<file path="src/rtl/ssc_arb_pkg.sv">
// Shared types and constants for the seven-segment display share arbiter.
package ssc_arb_pkg;

   localparam int HOLD_W = 32;
   localparam int DISP_W = 24;

   typedef enum logic [0:0] {
      IDLE = 1'b0,
      OWN  = 1'b1
   } arb_state_t;

   typedef struct packed {
      logic [7:0] channel;
      logic [7:0] lt;
      logic [7:0] ut;
   } disp_word_t;

endpackage

</file>
<file path="src/rtl/ssc_share_arbiter_rr_picker.sv">
// Combinational round-robin picker: first requesting index at or above ptr_in,
// wrapping modulo NUM_REQ.
module rr_picker #(
   parameter int NUM_REQ = 4,
   parameter int IDX_W   = $clog2(NUM_REQ)
) (
   input  logic [NUM_REQ-1:0] req_in,
   input  logic [IDX_W-1:0]   ptr_in,
   output logic               valid_out,
   output logic [IDX_W-1:0]   idx_out
);

   localparam logic [IDX_W:0] NUM_EXT = (IDX_W+1)'(NUM_REQ);

   logic [2*NUM_REQ-1:0] dbl_s;
   logic [NUM_REQ-1:0]   rot_s;
   logic [IDX_W-1:0]     off_s;
   logic [IDX_W:0]       sum_s;

   // Rotate so that the pointer position lands on bit 0.
   assign dbl_s = {req_in, req_in} >> ptr_in;
   assign rot_s = dbl_s[NUM_REQ-1:0];

   // Lowest set bit of the rotated vector is the winning offset.
   always_comb begin
      off_s = {IDX_W{1'b0}};
      for (int i = NUM_REQ - 1; i >= 0; i--) begin
         off_s = rot_s[i] ? IDX_W'(i) : off_s;
      end
   end

   assign sum_s     = {1'b0, ptr_in} + {1'b0, off_s};
   assign idx_out   = (sum_s >= NUM_EXT) ? IDX_W'(sum_s - NUM_EXT) : sum_s[IDX_W-1:0];
   assign valid_out = |req_in;

endmodule

</file>
<file path="src/rtl/ssc_share_arbiter.sv">
// Round-robin sharing of one seven-segment controller with a minimum hold time.
// Optional urgent requester 0 when SSC_ARB_PRIORITY0_EN is defined.
module ssc_share_arbiter
   import ssc_arb_pkg::*;
#(
   parameter int NUM_REQ     = 4,
   parameter int HOLD_CYCLES = 100_000_000
) (
   input  logic                        clk_in,
   input  logic                        rst_n_in,
   input  logic [NUM_REQ-1:0]          req_in,
   input  logic [DISP_W*NUM_REQ-1:0]   val_in,
   output logic [NUM_REQ-1:0]          gnt_out,
   output logic [$clog2(NUM_REQ)-1:0]  owner_out,
   output logic                        active_out,
   output logic [7:0]                  channel_sel_out,
   output logic [7:0]                  lt_out,
   output logic [7:0]                  ut_out
);

   localparam int                 IDX_W     = $clog2(NUM_REQ);
   localparam logic [HOLD_W-1:0]  HOLD_LAST = HOLD_W'(HOLD_CYCLES - 1);
   localparam logic [IDX_W-1:0]   LAST_IDX  = IDX_W'(NUM_REQ - 1);
   localparam logic [NUM_REQ-1:0] GNT_ONE   = NUM_REQ'(1);

   arb_state_t         state_q,    state_d;
   logic [NUM_REQ-1:0] gnt_q,      gnt_d;
   logic [IDX_W-1:0]   owner_q,    owner_d;
   logic               active_q,   active_d;
   disp_word_t         disp_q,     disp_d;
   logic [IDX_W-1:0]   rr_ptr_q,   rr_ptr_d;
   logic [HOLD_W-1:0]  hold_cnt_q, hold_cnt_d;

   disp_word_t         words_s [NUM_REQ];
   logic [IDX_W-1:0]   owner_inc_s;
   logic               own_req_s;
   logic               others_s;
   logic               expired_s;
   logic               release_s;
   logic [IDX_W-1:0]   release_ptr_s;
   logic [IDX_W-1:0]   pick_ptr_s;
   logic               rr_vld_s;
   logic [IDX_W-1:0]   rr_idx_s;
   logic               pick_vld_s;
   logic [IDX_W-1:0]   pick_idx_s;

   for (genvar g = 0; g < NUM_REQ; g++) begin : g_words
      assign words_s[g] = disp_word_t'(val_in[DISP_W*g +: DISP_W]);
   end

   assign owner_inc_s = (owner_q == LAST_IDX) ? {IDX_W{1'b0}} : owner_q + IDX_W'(1);
   assign own_req_s   = |(req_in & gnt_q);
   assign others_s    = |(req_in & ~gnt_q);
   assign expired_s   = (hold_cnt_q == HOLD_LAST);

`ifdef SSC_ARB_PRIORITY0_EN
   logic             preempt_s;
   logic             prio_pick_s;
   logic             resume_vld_q, resume_vld_d;
   logic [IDX_W-1:0] resume_ptr_q, resume_ptr_d;

   // Requester 0 cuts in on any other owner; rotation later resumes at the victim.
   assign preempt_s     = (state_q == OWN) && req_in[0] && (owner_q != {IDX_W{1'b0}});
   assign prio_pick_s   = req_in[0] && !((state_q == OWN) && (owner_q == {IDX_W{1'b0}}));
   assign pick_ptr_s    = (state_q == IDLE) ? rr_ptr_q :
                          (resume_vld_q ? resume_ptr_q : owner_inc_s);
   assign pick_vld_s    = rr_vld_s;
   assign pick_idx_s    = prio_pick_s ? {IDX_W{1'b0}} : rr_idx_s;
   assign release_s     = preempt_s || (expired_s && (!own_req_s || others_s));
   assign release_ptr_s = preempt_s ? rr_ptr_q : pick_ptr_s;

   // Track the preempted owner until the urgent grant is released.
   always_comb begin
      resume_vld_d = resume_vld_q;
      resume_ptr_d = resume_ptr_q;
      if (preempt_s) begin
         resume_vld_d = 1'b1;
         resume_ptr_d = owner_q;
      end else if (release_s) begin
         resume_vld_d = 1'b0;
      end else begin
         resume_vld_d = resume_vld_q;
      end
   end

   always_ff @(posedge clk_in or negedge rst_n_in) begin
      if (!rst_n_in) begin
         resume_vld_q <= 1'b0;
         resume_ptr_q <= {IDX_W{1'b0}};
      end else begin
         resume_vld_q <= resume_vld_d;
         resume_ptr_q <= resume_ptr_d;
      end
   end
`else
   assign pick_ptr_s    = (state_q == OWN) ? owner_inc_s : rr_ptr_q;
   assign pick_vld_s    = rr_vld_s;
   assign pick_idx_s    = rr_idx_s;
   assign release_s     = expired_s && (!own_req_s || others_s);
   assign release_ptr_s = owner_inc_s;
`endif

   rr_picker #(
      .NUM_REQ (NUM_REQ),
      .IDX_W   (IDX_W)
   ) u_picker (
      .req_in    (req_in),
      .ptr_in    (pick_ptr_s),
      .valid_out (rr_vld_s),
      .idx_out   (rr_idx_s)
   );

   // Next-state and next-output computation for the grant FSM.
   always_comb begin
      state_d    = state_q;
      gnt_d      = gnt_q;
      owner_d    = owner_q;
      active_d   = active_q;
      disp_d     = disp_q;
      rr_ptr_d   = rr_ptr_q;
      hold_cnt_d = hold_cnt_q;
      case (state_q)
         IDLE: begin
            if (pick_vld_s) begin
               state_d    = OWN;
               gnt_d      = GNT_ONE << pick_idx_s;
               owner_d    = pick_idx_s;
               active_d   = 1'b1;
               disp_d     = words_s[pick_idx_s];
               hold_cnt_d = {HOLD_W{1'b0}};
            end else begin
               state_d = IDLE;
            end
         end
         OWN: begin
            if (release_s) begin
               rr_ptr_d = release_ptr_s;
               if (pick_vld_s) begin
                  state_d    = OWN;
                  gnt_d      = GNT_ONE << pick_idx_s;
                  owner_d    = pick_idx_s;
                  active_d   = 1'b1;
                  disp_d     = words_s[pick_idx_s];
                  hold_cnt_d = {HOLD_W{1'b0}};
               end else begin
                  // Owner and data stay so the display does not blank.
                  state_d    = IDLE;
                  gnt_d      = {NUM_REQ{1'b0}};
                  active_d   = 1'b0;
                  hold_cnt_d = {HOLD_W{1'b0}};
               end
            end else begin
               hold_cnt_d = expired_s ? hold_cnt_q : hold_cnt_q + HOLD_W'(1);
               if (own_req_s) begin
                  disp_d = words_s[owner_q];
               end else begin
                  disp_d = disp_q;
               end
            end
         end
         default: begin
            state_d    = IDLE;
            gnt_d      = {NUM_REQ{1'b0}};
            active_d   = 1'b0;
            hold_cnt_d = {HOLD_W{1'b0}};
         end
      endcase
   end

   // Grant FSM state and registered outputs.
   always_ff @(posedge clk_in or negedge rst_n_in) begin
      if (!rst_n_in) begin
         state_q    <= IDLE;
         gnt_q      <= {NUM_REQ{1'b0}};
         owner_q    <= {IDX_W{1'b0}};
         active_q   <= 1'b0;
         disp_q     <= disp_word_t'({DISP_W{1'b0}});
         rr_ptr_q   <= {IDX_W{1'b0}};
         hold_cnt_q <= {HOLD_W{1'b0}};
      end else begin
         state_q    <= state_d;
         gnt_q      <= gnt_d;
         owner_q    <= owner_d;
         active_q   <= active_d;
         disp_q     <= disp_d;
         rr_ptr_q   <= rr_ptr_d;
         hold_cnt_q <= hold_cnt_d;
      end
   end

   assign gnt_out         = gnt_q;
   assign owner_out       = owner_q;
   assign active_out      = active_q;
   assign channel_sel_out = disp_q.channel;
   assign lt_out          = disp_q.lt;
   assign ut_out          = disp_q.ut;

endmodule

</file>
<file path="config.mk">
export PLATFORM = sky130hd
export DESIGN_NAME = ssc_share_arbiter
export DESIGN_NICKNAME = d
export VERILOG_FILES = /design/src/rtl/ssc_arb_pkg.sv /design/src/rtl/ssc_share_arbiter_rr_picker.sv /design/src/rtl/ssc_share_arbiter.sv
export SDC_FILE = /design/constraint.sdc
export NUM_CORES = 1
export LEC_CHECK = 0
export ABC_AREA = 1
export ABC_CLOCK_PERIOD_IN_PS = 9710
export BUFFER_PORTS_ARGS = -buffer_cell sky130_fd_sc_hd__clkbuf_2
export CORE_MARGIN = 3
export CORE_UTILIZATION = 55
export CTS_CLUSTER_DIAMETER = 50
export DETAILED_ROUTE_END_ITERATION = 16
export GPL_TIMING_DRIVEN = 0
export HOLD_SLACK_MARGIN = 0.1
export PLACE_DENSITY = 0.82
export SETUP_SLACK_MARGIN = 0.2
export SYNTH_ARGS = -nofsm -noshare
export SYNTH_HDL_FRONTEND = slang
export SYNTH_SLANG_ARGS = --single-unit
</file>
<file path="constraint.sdc">
create_clock -name clk_in -period 9.71 [get_ports clk_in]
set_clock_uncertainty 0.15 [all_clocks]
set_input_delay 0 -clock clk_in [delete_from_list [all_inputs] [get_ports clk_in]]
set_output_delay 0 -clock clk_in [all_outputs]
set_load 0.01 [all_outputs]
</file>
Word-level counts from Yosys, hierarchy flattened
Cells that the tools add are included.
Word-level totals
  register bits after elaboration: 66
Operators by class
  bitwise logic cells: 6
  shift-type cells: 2
  equal/unequal tests: 6
  reductions and logical operators: 9
  mux-type cells: 34
  add/subtract/negate cells: 4
  order comparisons: 3
Operators by type and width (number)
  24-bit two-way mux: 7
  24-bit binary-select mux with 2-bit select: 2
  32-bit two-way mux: 3
  32-bit one-hot mux with 2 select lines: 1
  24-bit one-hot mux with 2 select lines: 1
  32-bit by 1-bit adder with 32-bit output (second input constant): 1
  32-bit by 27-bit equality test with 1-bit output (second input constant): 1
  2-bit two-way mux: 9
  4-bit two-way mux: 3
  4-bit OR reduction: 3
  3-bit greater-or-equal comparator (second input constant): 3
  4-bit bitwise AND: 2
  4-bit one-hot mux with 2 select lines: 1
  8-bit by 2-bit >> shifter with 4-bit output: 1
  2-bit NOT with 3-bit output: 2
  2-bit AND reduction: 3
  1-bit two-way mux: 4
  4-bit NOT: 1
  1-bit one-hot mux with 2 select lines: 2
  2-bit one-hot mux with 2 select lines: 1
  1-bit by 2-bit left shift with 4-bit output (first input constant): 1
  2-bit by 2-bit adder with 3-bit output: 1
  3-bit by 1-bit inequality test with 1-bit output (second input constant): 1
  3-bit by 2-bit inequality test with 1-bit output (second input constant): 1
  9 further kinds: 9

Logic depth before layout (Yosys ltp)
  word-level depth: 18
  gate-level depth with buffers: 21

By module
Synthesis repeated with hierarchy kept, for this count alone.
Second synthesis, totals
  cell total of the unflattened synthesis: 882
  area total of the unflattened synthesis: 5536.6 um2
Modules (own cells, without submodules)
  ssc_share_arbiter: instances 1, area an instance 5368.9 um2, cells an instance 847
  rr_picker: instances 1, area an instance 167.7 um2, cells an instance 35

Worst setup path after synthesis
No wires, ideal clock.
  kind: register to register
  from: register owner_q[0] (netlist: owner_out[0])
  to: register disp_q (netlist bit channel_sel_out[1])
  buffers on the path: 2
  data arrival time: 2.969 ns
  stages on the path, launching flop included: 19
  slack: 6.474 ns
  cell sequence: dfrtp_1 > ha_1 > nor2_1 > nand2_1 > nand2_2 > nand2_1 > nand3_1 > nand2_1 > a31oi_1 > nor2_1 > ha_1 > clkbuf_1 > clkbuf_1 > mux2i_1 > nand3_1 > nand3_1 > nand2_1 > nand2_1 > nand2_1
On the way
  longest elaborated chain between the ends: 18
  elaborated cells between the ends (all ways): 25
  those cells by class: add/sub: 3; order compare: 1; eq/ne: 1; shift: 1; mux: 17; bitwise: 2
RTL lines
  start, declared: RTL line ssc_share_arbiter.sv:28  | logic [IDX_W-1:0] owner_q, owner_d;
  start signal, assigned: RTL line ssc_share_arbiter.sv:175  | owner_q <= {IDX_W{1'b0}};
  start signal, assigned: RTL line ssc_share_arbiter.sv:183  | owner_q <= owner_d;
  2-bit by 1-bit adder with 2-bit output / 2-bit equality test (equally long branches): RTL line ssc_share_arbiter.sv:51  | assign owner_inc_s = (owner_q == LAST_IDX) ? {IDX_W{1'b0}} : owner_q + IDX_W'(1);
  2-bit two-way mux *: RTL line ssc_share_arbiter.sv:51
  2-bit two-way mux *: RTL line ssc_share_arbiter.sv:96  | assign pick_ptr_s = (state_q == OWN) ? owner_inc_s : rr_ptr_q;
  8-bit by 2-bit >> shifter with 4-bit output: RTL line ssc_share_arbiter_rr_picker.sv:21  | assign dbl_s = {req_in, req_in} >> ptr_in;
  2-bit two-way mux (4 in series): RTL line ssc_share_arbiter_rr_picker.sv:28  | off_s = rot_s[i] ? IDX_W'(i) : off_s;
  2-bit by 2-bit adder with 3-bit output *: RTL line ssc_share_arbiter_rr_picker.sv:32  | assign sum_s = {1'b0, ptr_in} + {1'b0, off_s};
  3-bit greater-or-equal comparator / 2-bit by 1-bit subtractor with 2-bit output (equally long branches): RTL line ssc_share_arbiter_rr_picker.sv:33  | assign idx_out = (sum_s >= NUM_EXT) ? IDX_W'(sum_s - NUM_EXT) : sum_s[IDX_W-1:0];
  2-bit two-way mux *: RTL line ssc_share_arbiter_rr_picker.sv:33
  net pick_idx_s[0]: RTL line ssc_share_arbiter.sv:45  | logic [IDX_W-1:0] pick_idx_s;
  2-bit NOT with 3-bit output (implied by the code) *: RTL line ssc_share_arbiter.sv:129, ssc_share_arbiter.sv:143
  24-bit binary-select mux with 2-bit select *: RTL line ssc_share_arbiter.sv:129, ssc_share_arbiter.sv:143
  24-bit two-way mux (implied by the code) * (2 in series): RTL line ssc_share_arbiter.sv:129, ssc_share_arbiter.sv:143
  24-bit two-way mux *: RTL line ssc_share_arbiter.sv:124, ssc_share_arbiter.sv:138
  24-bit two-way mux: RTL line ssc_share_arbiter.sv:136  | if (release_s) begin
  24-bit one-hot mux with 2 select lines *: RTL line ssc_share_arbiter.sv:122  | case (state_q)
  end signal, assigned: RTL line ssc_share_arbiter.sv:177  | disp_q <= disp_word_t'({DISP_W{1'b0}});
  end signal, assigned: RTL line ssc_share_arbiter.sv:185  | disp_q <= disp_d;
  end, declared: RTL line ssc_share_arbiter.sv:30  | disp_word_t disp_q, disp_d;
The timed path passes the listed nets; every way through them passes the cells marked *. The select of a mux whose other input is x is not followed.
A chain may end at the register's enable or synchronous reset.

Final worst setup path
  from: register owner_q[1] (netlist: owner_out[1])
  to: register disp_q (netlist bit lt_out[6])
The elaborated chain is that of the path after synthesis.

==> results.ini <==
[yosys]
syn_nets = 990
synth_edf_count = 0
synth-seq-cells = 66
synthFlopType = dfrtp_1
syn_area_per_cell_um2 = 6.58
synthTopCellsByArea = dfrtp_1 28%, nand2_1 18%, nand3_1 8.3%
ys_warn_count = 0
ys_top_cells_by_count = 277 x nand2_1, 97 x nand3_1, 71 x o21ai_0, 66 x dfrtp_1, 56 x a21oi_1
post-synth-top-count-cell = nand2_1
synth_cell_types = 41
synthCells = 885
netlist_area_um2 = 5820
seq_area_frac_synth_pct = 28.4
synth_top_area_share_pct = 28.4
synth_top_cell_by_area = dfrtp_1
async_flop_share_pct = 100

[sta]
timing.hold.ws_ps = 179
max_freq_mhz = 176
grt_setup_unrepaired = no
fin_ws_ps = 4020
finalCriticalPeriod_ps = 5690
max_slew_margin_pct = 40.9
finalHoldViolCount = 0
worstMarginPinSlew_ps = 887
final.setup.tns_ps = 0
fin_crit_sh_pct = 58.6
setup_violations = 0
slew_viol_final = 0

[placement]
port_buffers = 132
dp_cells = 1151
post-place-ws_ps = 5830
hpwl_um = 14800
place_congestion = 0.959

[pwr]
max-vdd-ir-drop_mv = 0.0712
swShare_pct = 40.2
power_mw = 1.19
pwr-share-comb_pct = 47.5
p_leak_nw = 3.85
p_switching_uw = 480
clkPwrFrac_pct = 22.4
p_int_uw = 713
power.density_nw_per_um2 = 152
p_seq_share_pct = 30.1

[worst_hold_path]
hold_class = primary input to register

[floorplan]
rows = 36
core-area_um2 = 10000
start_util_pct = 57.9
die-area_um2 = 11900
die_y_um = 109
fp.dieW_um = 109
io_pins = 133

[global_routing]
grtUsageTotal_pct = 37.6
grt_overflow = 0
grt_max_degree = 59
grt_pass1_wl_um = 35200
grt_pass1_vias = 7491
grt_antenna_before_repair = 0

[final_layout]
antenna_cells = 0
area_growth_pct = 35.2
nNetsFinal = 1231
final.fill_count = 751
fin_cells = 1264
drive_gt1_share_pct = 17.9

[clock_tree]
clockRootBuffer = clkbuf_8
cts_buffer_depth = 2
post_cts_buffers = 0
htreeDepth = 3
cts_resized = 0
clk_pin_slew_ps = 90
clock_latency_ps = 360
cts_buffers = 9
cts_tree = built
numClockSinks = 66

[critical_path]
required_ps = 9820
crit_type = register to register
ff2ff_setup_slack_ps = 4020
path_buf_inv = 5
cp_slowest_cell = clkbuf_1
crit_family = buffers and inverters
worstPathCellList = ha_1 > nor2_1 > nand2_1 > nand2_2 > nand2_1 > nand3_1 > nand2_1 > a31oi_1 > nor2_1 > ha_1 > clkbuf_1 > clkbuf_1 > mux2i_1 > dlygate4sd3_1 > nand3_1 > nand3_1 > dlygate4sd3_1 > nand2_1 > nand2_1 > dlygate4sd3_1 > nand2_1
slowest_delay_ps = 730
endpoint_kind = register
cp_max_fo = 10
cpMostUsedCell = nand2_1
critPathLaunchType = register
worst_ep_arrival_time_ps = 5790

[drt]
vias = 7610
route.met3.wl_um = 2520
drc_errors = 0
highest_layer = met4
ant_nets = 0
drt-met1-wl_um = 8160
wl_um = 21700
drt_iter0_drc = 788
routedWlPerCell_um = 17.2
wl_met2_um = 9810
firstDrtPassIters = 10
via_per_inst = 6.02

[run_status]
outcome = completed

[job]
cap_violations = 0

-- layout make-up --
class                   count  area [um^2]  area share, %
clock inverters             6         90.1           1.15
repair buffers            230         1660           21.1
clock buffers              10          128           1.62
flip-flops and latches     66         1650           21.0
multi-input cells         709         3680           46.9
inverters                  65          246           3.13
plain buffers              45          236           3.01
well taps                 133          166           2.12
-- worst paths after layout --
kind | start | endpoint | cells past startpoint
worst max register to register | owner_out[1] | lt_out[6] | 21
worst max-delay path | owner_out[1] | lt_out[6] | 21
min in group asynchronous | rst_n_in | gnt_out[0] | 4
worst min register to register | hold_cnt_q[0] | hold_cnt_q[0] | 1
max in group asynchronous | rst_n_in | ut_out[0] | 4
worst min-delay path | req_in[2] | state_q | 4
-- worst min-delay path, cell delays in order --
cell and delay (ps):
clkbuf_2 130, nor4_4 80, clkbuf_1 260, nand2_1 170
-- repair_timing --
item	4_1_cts	5_1_grt
endpoints found under the setup margin	0	0
hold buffers	97	0
endpoints found under the hold margin	90	0
-- cell usage in the layout, fill, tap and decap left out, types with 2 or more instances in the layout --
cell / netlist / final
nand2_1: 277 / 277
clkbuf_2: 0 / 131
nand3_1: 97 / 97
dlygate4sd3_1: 0 / 97
o21ai_0: 71 / 71
dfrtp_1: 66 / 66
a21oi_1: 56 / 56
inv_1: 54 / 54
nor2_1: 44 / 44
clkbuf_1: 30 / 31
mux2i_1: 29 / 29
xor2_1: 23 / 23
o22ai_1: 20 / 20
nor3_1: 12 / 12
nand4_1: 11 / 11
nor4_1: 10 / 10
inv_2: 9 / 9
clkbuf_8: 0 / 9
buf_6: 7 / 7
nand2_2: 7 / 7
o21ai_2: 6 / 6
a32o_1: 5 / 5
o211ai_1: 5 / 5
o21ai_1: 5 / 5
nand2_4: 4 / 4
xnor2_1: 4 / 4
buf_4: 3 / 3
nand3_4: 3 / 3
buf_2: 3 / 3
nor2_2: 3 / 3
ha_1: 3 / 3
a31oi_1: 2 / 2
nor3_4: 2 / 2
nor3_2: 2 / 2
buf_1: 2 / 2
nand3b_1: 2 / 2
bufinv_16: 0 / 2
-- metrics by stage --
step	area [um^2]	util (%)
after floorplan	5820	-
after global placement	6650	66.2
after detailed placement	6680	66.5
after CTS	7870	78.3
after global routing	7870	78.3
final	7870	78.3
-- metal layers --
| metal | vias to the layer above | global-route usage [%] |
|---|---|---|
| met4 | 0 | 23.0 |
| met2 | 594 | 59.5 |
| met3 | 121 | 7.34 |
| met5 | - | 0 |
| met1 | 3423 | 47.1 |
| li1 | 3472 | - |
-- state kept, by name, indices dropped and copies added, names as in the netlist --
| name | count |
|---|---|
| owner_out | 2 |
| ut_out | 8 |
| rr_ptr_q | 2 |
| lt_out | 8 |
| active_out | 1 |
| state_q | 1 |
| gnt_out | 4 |
| hold_cnt_q | 32 |
| channel_sel_out | 8 |
-- power by group through the flow --
stage	logic, mW	clock network [mW]	registers [mW]
5_1_grt	0.615	0.281	0.365
6_report	0.567	0.267	0.360
2_1_floorplan	0.308	0	0.361
3_5_place_dp	0.451	0	0.362
3_3_place_gp	0.442	0	0.361
4_1_cts	0.542	0.269	0.358
-- cells by family (layout without fill, tap and decap cells) --
group | count (synthesis) | count (layout) | synth area share [%]
and+or+nand+nor | 479 | 479 | 37.4
muxes | 29 | 29 | 4.99
AOI/OAI and AO/OA | 171 | 171 | 16.3
xor gates and xnor gates | 27 | 27 | 4.06
buffers and inverters | 110 | 356 | 8.30
DFF | 66 | 66 | 28.4
adders and majority gates | 3 | 3 | 0.645
(Power assumes the default switching activity.)
